<file path="src/rtl/nrs_pkg.sv">
// Shared definitions for the NRS bit-register controller.
// Holds the controller state encoding and the number of NRS bits per symbol.
// No logic lives here; it is imported by the controller and the bench.
package nrs_pkg;

  // Number of Gold-sequence bits carried by one NRS symbol. This is the
  // default depth of the NRS bit register.
  localparam int NRS_BITS_PER_SYM = 16;

  // Controller states. The encoding is fixed so that a state value seen in
  // a waveform or debug bus maps directly to a name.
  typedef enum logic [1:0] {
    IDLE = 2'd0,
    FILL = 2'd1,
    READ = 2'd2,
    DONE = 2'd3
  } nrs_state_e;

endpackage

</file>
<file path="src/rtl/nrs_reg_ctrl.sv">
// Purpose : sequences the NRS bit register per symbol. It fills WIDTH_REG Gold bits
//           from the generator, then streams them to the channel estimator in address order.
// Latency : start->gen_req 1 cycle; best case start->done is 2*WIDTH_REG+2 cycles inclusive.
// Backpr. : generator gaps (gen_valid=0) hold the write address. Estimator stalls
//           (est_ready=0) hold rd_addr_est and est_valid.
//
// Ports:
//   clk, rst     system clock; synchronous active-high reset
//   start        one-cycle request to run a fill/read sequence (accepted in IDLE only)
//   abort        one-cycle request to drop back to IDLE from any state
//   gen_req      asks the Gold generator for bits (high in FILL)
//   gen_valid    generator bit (c_n, wired straight to the register) is valid
//   wr_en        register write strobe, combinational with gen_valid in FILL
//   wr_addr      register write address
//   rd_addr_est  register read address; the register returns c_n_est to the estimator
//   est_valid    c_n_est is valid for the estimator (registered)
//   est_ready    estimator accepts the current bit
//   busy         controller is not IDLE
//   done         one-cycle pulse after the last bit has been accepted
module nrs_reg_ctrl
  import nrs_pkg::*;
#(
  parameter int WIDTH_REG = NRS_BITS_PER_SYM,
  parameter int LINES     = $clog2(WIDTH_REG)
) (
  input  logic             clk,
  input  logic             rst,
  input  logic             start,
  input  logic             abort,
  output logic             gen_req,
  input  logic             gen_valid,
  output logic             wr_en,
  output logic [LINES-1:0] wr_addr,
  output logic [LINES-1:0] rd_addr_est,
  output logic             est_valid,
  input  logic             est_ready,
  output logic             busy,
  output logic             done
);

  // Counters stop at the last address instead of wrapping. This keeps the
  // final read address visible on rd_addr_est after the symbol completes.
  localparam logic [LINES-1:0] CNT_LAST = LINES'(WIDTH_REG - 1);
  localparam logic [LINES-1:0] CNT_ONE  = LINES'(1);
  localparam logic [LINES-1:0] CNT_ZERO = '0;

  nrs_state_e       state_q, state_d;
  logic [LINES-1:0] wr_cnt_q, wr_cnt_d;
  logic [LINES-1:0] rd_cnt_q, rd_cnt_d;
  logic             est_valid_q, est_valid_d;

  // Next-state and counter logic
  always_comb begin
    state_d  = state_q;
    wr_cnt_d = wr_cnt_q;
    rd_cnt_d = rd_cnt_q;
    gen_req  = 1'b0;
    wr_en    = 1'b0;

    case (state_q)
      IDLE: begin
        if (start) begin
          state_d  = FILL;
          wr_cnt_d = CNT_ZERO;
        end
      end

      FILL: begin
        gen_req = 1'b1;
        // The write strobe passes straight through from the generator's
        // valid signal, so a bit lands in the register in the same cycle.
        wr_en   = gen_valid;
        if (gen_valid) begin
          if (wr_cnt_q == CNT_LAST) begin
            state_d  = READ;
            rd_cnt_d = CNT_ZERO;
          end else begin
            wr_cnt_d = wr_cnt_q + CNT_ONE;
          end
        end
      end

      READ: begin
        // est_valid is always high in READ, so est_ready alone completes
        // the handshake.
        if (est_ready) begin
          if (rd_cnt_q == CNT_LAST) begin
            state_d = DONE;
          end else begin
            rd_cnt_d = rd_cnt_q + CNT_ONE;
          end
        end
      end

      DONE: begin
        // A start arriving here is dropped; the next sequence needs a
        // fresh start in IDLE.
        state_d = IDLE;
      end

      default: begin
        state_d = IDLE;
      end
    endcase

    // Abort overrides everything above, including a start in the same
    // cycle. Any write already strobed in this cycle still happens because
    // wr_en is not gated by abort.
    if (abort) begin
      state_d  = IDLE;
      wr_cnt_d = CNT_ZERO;
      rd_cnt_d = CNT_ZERO;
    end

    // est_valid is registered from the next state. It therefore rises one
    // cycle after the final write, once that bit is readable.
    est_valid_d = (state_d == READ);
  end

  always_ff @(posedge clk) begin
    if (rst) begin
      state_q     <= IDLE;
      wr_cnt_q    <= CNT_ZERO;
      rd_cnt_q    <= CNT_ZERO;
      est_valid_q <= 1'b0;
    end else begin
      state_q     <= state_d;
      wr_cnt_q    <= wr_cnt_d;
      rd_cnt_q    <= rd_cnt_d;
      est_valid_q <= est_valid_d;
    end
  end

  assign wr_addr     = wr_cnt_q;
  assign rd_addr_est = rd_cnt_q;
  assign est_valid   = est_valid_q;
  assign busy        = (state_q != IDLE);
  assign done        = (state_q == DONE);

endmodule

</file>
<file path="config.mk">
export PLATFORM = sky130hd
export DESIGN_NAME = nrs_reg_ctrl
export DESIGN_NICKNAME = d
export VERILOG_FILES = /design/src/rtl/nrs_pkg.sv /design/src/rtl/nrs_reg_ctrl.sv
export SDC_FILE = /design/constraint.sdc
export NUM_CORES = 1
export LEC_CHECK = 0
export CAP_MARGIN = 0
export CELL_PAD_IN_SITES_DETAIL_PLACEMENT = 1
export CELL_PAD_IN_SITES_GLOBAL_PLACEMENT = 2
export CORE_UTILIZATION = 28
export CTS_CLUSTER_SIZE = 28
export DETAILED_ROUTE_END_ITERATION = 6
export GPL_TIMING_DRIVEN = 0
export MAX_ROUTING_LAYER = met4
export PLACE_DENSITY = 0.81
export SYNTH_ARGS = -nofsm -noshare
export SYNTH_HDL_FRONTEND = slang
export SYNTH_SLANG_ARGS = --single-unit
</file>
<file path="constraint.sdc">
create_clock -name clk -period 2.86 [get_ports clk]
set_input_delay 0.715 -clock clk [delete_from_list [all_inputs] [get_ports clk]]
set_output_delay 0.715 -clock clk [all_outputs]
set_load 0.005 [all_outputs]
</file>
==> impl_metrics.yaml, run 1 <==
floorplanning:
  start_util_pct: 29.6
  core_area_mm2: 0.00221
  dieArea_mm2: 0.00254
  placementRows: 17
  ios: 19
  die_h_um: 50.4
  die_w_um: 50.4
power:
  power.density_mw_per_mm2: 326
  leakage_nw: 0.347
  total_power_mw: 0.296
  vdd_drop_max_v: 0.000240
route:
  wl_met1_um: 879
  postRouteAntennaNets: 0
  first_iter_violations: 4
  wl_met2_um: 721
  via_per_inst: 5.15
  top_layer_used: "met4"
  dr_wl_met3_um: 46
  route.detailed.drc: 0
  vias: 623
  firstDrtPassIters: 3
  drt-total-wl_mm: 1.67
  wl_per_cell_um: 13.8
global_route:
  grt_pass1_vias: 626
  grt_pass1_wl_mm: 2.79
  antenna_found_initial: 0
  grt_overflow: 0
  grt_max_degree: 11
  track_usage_pct: 14.9
synthesis:
  synth_fp_nets: 79
  synth_common_cells: "dfxtp_1, a21oi_1, nand3_1"
  yosysSeqAreaShare_pct: 33.6
  synth_cell_types: 34
  async_flop_share_pct: 0
  synth_top_area_cell: "dfxtp_1"
  synth_flop_cell: "dfxtp_1"
  ys_ff_latch: 11
  synth.avg_cell_area_um2: 9.23
  synthCells: 71
  synth_top_area_share_pct: 33.6
  netlist_top_cells_area: "dfxtp_1, a21oi_1, ha_1, nand3_1, or3_1"
  synth.most_common_cell: "dfxtp_1"
  synth_edf_count: 0
  yosys_warnings: 0
  syn_area_um2: 656
critical_path:
  slowest_stage: "clkdlybuf4s50_1"
  required_ns: 2.14
  start_kind: "input port"
  crit_chain: "dlymetal6s2s_1 -> nand3b_4 -> inv_1 -> clkdlybuf4s50_1"
  cp.arrival_ns: 1.72
  critical_path_class: "in2out"
  slowest_delay_ns: 0.51
  cp-end-kind: "output pin"
  path_max_fanout: 8
  crit_family: "buffers and inverters"
  crit_buf_inv: 3
clock_tree:
  post_cts_resized: 1
  post_cts_buffers: 0
  cts_num_sinks: 11
  clk_pin_slew_ns: 0.07
  clock_latency_ns: 0.26
  ctsHoldBuffers: 0
  cts-root-buf: "clkbuf_4"
  tritoncts: "built"
  cts_max_level: 1
  cts_buffers: 3
  cts_max_path_buffers: 2
sta:
  fin_crit_sh_pct: 85.2
  finalHoldViolCount: 0
  skew_ns: 0.00433
  max_freq_mhz: 411
  rsz0062_at_grt: "no"
  setup_tns_ns: 0
  tightest_slew_ns: 0.362
  relSlewSlack_pct: 75.8
  slew_viol_final: 0
  finalSetupViolations: 0
  setup_slack_ns: 0.424
  fin_crit_ns: 2.44
  whs_ns: 0.528
run:
  cap_violations: 0
place:
  io_buffers: 18
  gp_congestion: 0.728
  hpwl_mm: 1.23
  pre_cts_ws_ns: 0.00547
  dp.cells: 117
outcome:
  status: "finished clean"
finish:
  multi_input_area_um2: 409
  syn2layout_area_growth_pct: 38.5
  antennaDiodeCount: 0
  fillers: 271
  drive_gt1_share_pct: 15.1
  fin_nets: 102
  final_cells: 121
  seq_area_um2: 220
min_path:
  hold_class: "reg2reg"
## where the power goes
group | total (mW) | internal [mW] | switching, mW
clock | 0.110 | 0.0538 | 0.0560
combinational | 0.0311 | 0.0165 | 0.0146
sequential | 0.155 | 0.154 | 0.00135
total | 0.296 | 0.224 | 0.0720
## per-layer routing
metal	up-vias	global-route usage, %
li1	313	-
met1	297	19.7
met2	11	22.2
met3	2	3.03
met4	0	5.56
met5	-	-
## tightest hold or removal path: cells and delay by family (launching register included)
family	cells	cell delay, ns
and+or+nand+nor	1	0.08
DFF	1	0.35
muxes	1	0.06
## sequential cells by signal (all words and copies together) (netlist names)
| register | cells |
|---|---|
| rd_addr_est | 4 |
| wr_addr | 4 |
| state_q | 2 |
| est_valid | 1 |
## placed cells by master, fill, tap and decap left out, drive strengths merged
master         instances
or2                    2
o21ai                  3
dlymetal6s2s           1
or3                    4
nor2b                  2
a221oi                 1
nand2b                 2
o221ai                 2
dfxtp                 11
and2                   1
o211ai                 3
and3                   2
and4bb                 1
and3b                  1
clkbuf                 5
a311oi                 1
nor3                   1
a211oi                 1
mux2i                  2
nand4b                 1
inv                    2
buf                    3
or3b                   2
ha                     2
nand2                  1
nor2                   1
nand3                  5
a21oi                  8
clkdlybuf4s50         17
o31ai                  2
nand3b                 3
## through the flow
step | instance area [um^2] | utilization, %
finish | 908 | 41.1
global route | 908 | 41.1
CTS | 906 | 41.0
detailed placement | 871 | 39.4
global placement | 871 | 39.4
floorplan | 656 | -
## final timing paths
kind | start | end | slack (ns) | cells after the start
worst min register to register | wr_addr[3] | wr_addr[3] | 0.53 | 2
worst max register to register | wr_addr[0] | wr_addr[0] | 1.40 | 5
worst max-delay path | gen_valid | wr_en | 0.42 | 4
worst min-delay path | wr_addr[3] | wr_addr[3] | 0.53 | 2
## logic make-up after synthesis
logic type | after synthesis | share of synthesized area, %
buf+inv | 6 | 5.34
simple gates | 29 | 31.3
fa+ha+maj | 2 | 3.82
flops | 11 | 33.6
compound gates | 21 | 22.9
mux | 2 | 3.05
## layout make-up
type	instances	share of cell area, %
Buffer	4	3.03
Clock buffer	4	2.89
Inverter	2	0.826
Multi-Input combinational cell	54	45.0
Sequential cell	11	24.2
Tap cell	28	3.86
Timing Repair Buffer	18	20.1
No activity file was read; power rests on OpenSTA's default activity.
==> inputs of run 2 (changes only) <==
--- a/config.mk
+++ b/config.mk
@@ -9,9 +9,9 @@
 export CELL_PAD_IN_SITES_DETAIL_PLACEMENT = 1
 export CELL_PAD_IN_SITES_GLOBAL_PLACEMENT = 2
 export CORE_UTILIZATION = 28
+export CTS_CLUSTER_DIAMETER = 150
 export CTS_CLUSTER_SIZE = 28
 export DETAILED_ROUTE_END_ITERATION = 6
-export GPL_TIMING_DRIVEN = 0
 export MAX_ROUTING_LAYER = met4
 export PLACE_DENSITY = 0.81
 export SYNTH_ARGS = -nofsm -noshare
==> impl_metrics.yaml, run 2 (synthesized netlist as in run 1, its figures left out) <==
outcome:
  status: "finished clean"
sta:
  slew_viol_final: 0
  setup_tns_ns: 0
  rsz0062_at_grt: "no"
  max_freq_mhz: 378
  skew_ns: 0.00523
  finalSetupViolations: 0
  tightest_slew_ns: 0.443
  fin_crit_sh_pct: 92.5
  finalHoldViolCount: 0
  fin_crit_ns: 2.65
  relSlewSlack_pct: 70.4
power:
  leakage_nw: 0.312
  power.density_mw_per_mm2: 334
  vdd_drop_max_v: 0.000219
clock_tree:
  post_cts_buffers: 0
  post_cts_resized: 0
  tritoncts: "built"
  clk_pin_slew_ns: 0.08
  ctsHoldBuffers: 0
  cts_max_path_buffers: 2
  cts_buffers: 3
  cts_num_sinks: 11
  cts_max_level: 1
  cts-root-buf: "clkbuf_4"
  clock_latency_ns: 0.27
finish:
  mostFrequentLayoutCells: "clkdlybuf4s50_1, dfxtp_1, a21oi_1"
  drive_gt1_share_pct: 14.3
  final_cells: 119
  layout_commonest_cell: "clkdlybuf4s50_1"
  antennaDiodeCount: 0
  fin_nets: 100
  syn2layout_area_growth_pct: 34.9
  fillers: 275
floorplanning:
  start_util_pct: 29.6
  dieArea_mm2: 0.00254
  die_w_um: 50.4
  die_h_um: 50.4
  core_area_mm2: 0.00221
  ios: 19
  placementRows: 17
route:
  firstDrtPassIters: 4
  drt-total-wl_mm: 1.66
  first_iter_violations: 3
  postRouteAntennaNets: 0
  via_per_inst: 5.16
  route.detailed.drc: 0
  wl_per_cell_um: 13.9
  vias: 614
place:
  io_buffers: 18
  dp.cells: 115
  gp_congestion: 0.772
  hpwl_mm: 1.21
critical_path:
  crit_family: "buffers and inverters"
  timing.rr.start: "wr_addr[0]"
  critical_path_class: "in2out"
  slowest_delay_ns: 0.51
  path_max_fanout: 3
  start_kind: "input port"
  cp_common_cell: "clkdlybuf4s50_1"
  required_ns: 2.14
  crit_buf_inv: 3
  cp-end-kind: "output pin"
  slowest_stage: "clkdlybuf4s50_1"
  rrSetupSlack_ns: 1.38
  cp.arrival_ns: 1.93
  crit_chain: "clkdlybuf4s50_1 -> nand3b_2 -> inv_1 -> clkdlybuf4s50_1"
  worstSetupStartpoint: "gen_valid"
global_route:
  antenna_found_initial: 0
  track_usage_pct: 15.6
  grt_max_degree: 14
  grt_pass1_wl_mm: 2.83
  grt_overflow: 0
  grt_pass1_vias: 624
run:
  cap_violations: 0
min_path:
  hp-start: "wr_addr[3]"
  hold_class: "reg2reg"
## run 2: cell count changes in the layout (fill, tap and decap cells not counted), sizes merged
cell           delta
buf               -1
dlymetal6s2s      -1
clkbuf            -1
clkdlybuf4s50     +1
## run 2: area by class of cell
cell class	instances	area [um^2]	area share, %
sequential	11	220	24.9
clock buffer	4	26.3	2.97
multi-input combinational	54	400	45.3
tap	28	35.0	3.96
timing repair buffer	20	195	22.1
inverter	2	7.51	0.849
## run 2: through the flow
step	hold slack, ns	total power, mW	instance area (um^2)	setup slack (ns)	util [%]
after CTS	0.530	0.302	885	0.199	40.0
after floorplan	0.491	0.173	656	1.20	-
after global placement	0.514	0.190	858	0.214	38.8
after detailed placement	0.518	0.190	858	0.214	38.8
after global routing	0.563	0.311	885	0.137	40.0
final	0.525	0.296	885	0.214	40.0
## run 2: worst paths after layout
check,end,cells after the start
min,wr_addr[3],2
max reg2reg,est_valid,4
min reg2reg,wr_addr[3],2
max,wr_en,4
## run 2: where the power goes
group,switching [mW],internal (mW)
clock,0.0558,0.0539
combinational,0.0123,0.0171
sequential,0.00268,0.154
total,0.0708,0.225
## run 2: worst reg2reg max path: cells and delay by family (launching register included)
family | cells | cell delay, ns
simple gates | 1 | 0.36
fa+ha+maj | 1 | 0.22
compound gates | 2 | 0.41
flops | 1 | 0.40
## run 2: metal layers
metal	part of all wire, %	routed length, um	GRT usage, %
met4	1.0	17	6.94
met1	50	828	20.0
met2	45	747	23.3
met5	0	0	-
met3	4.0	66	3.64
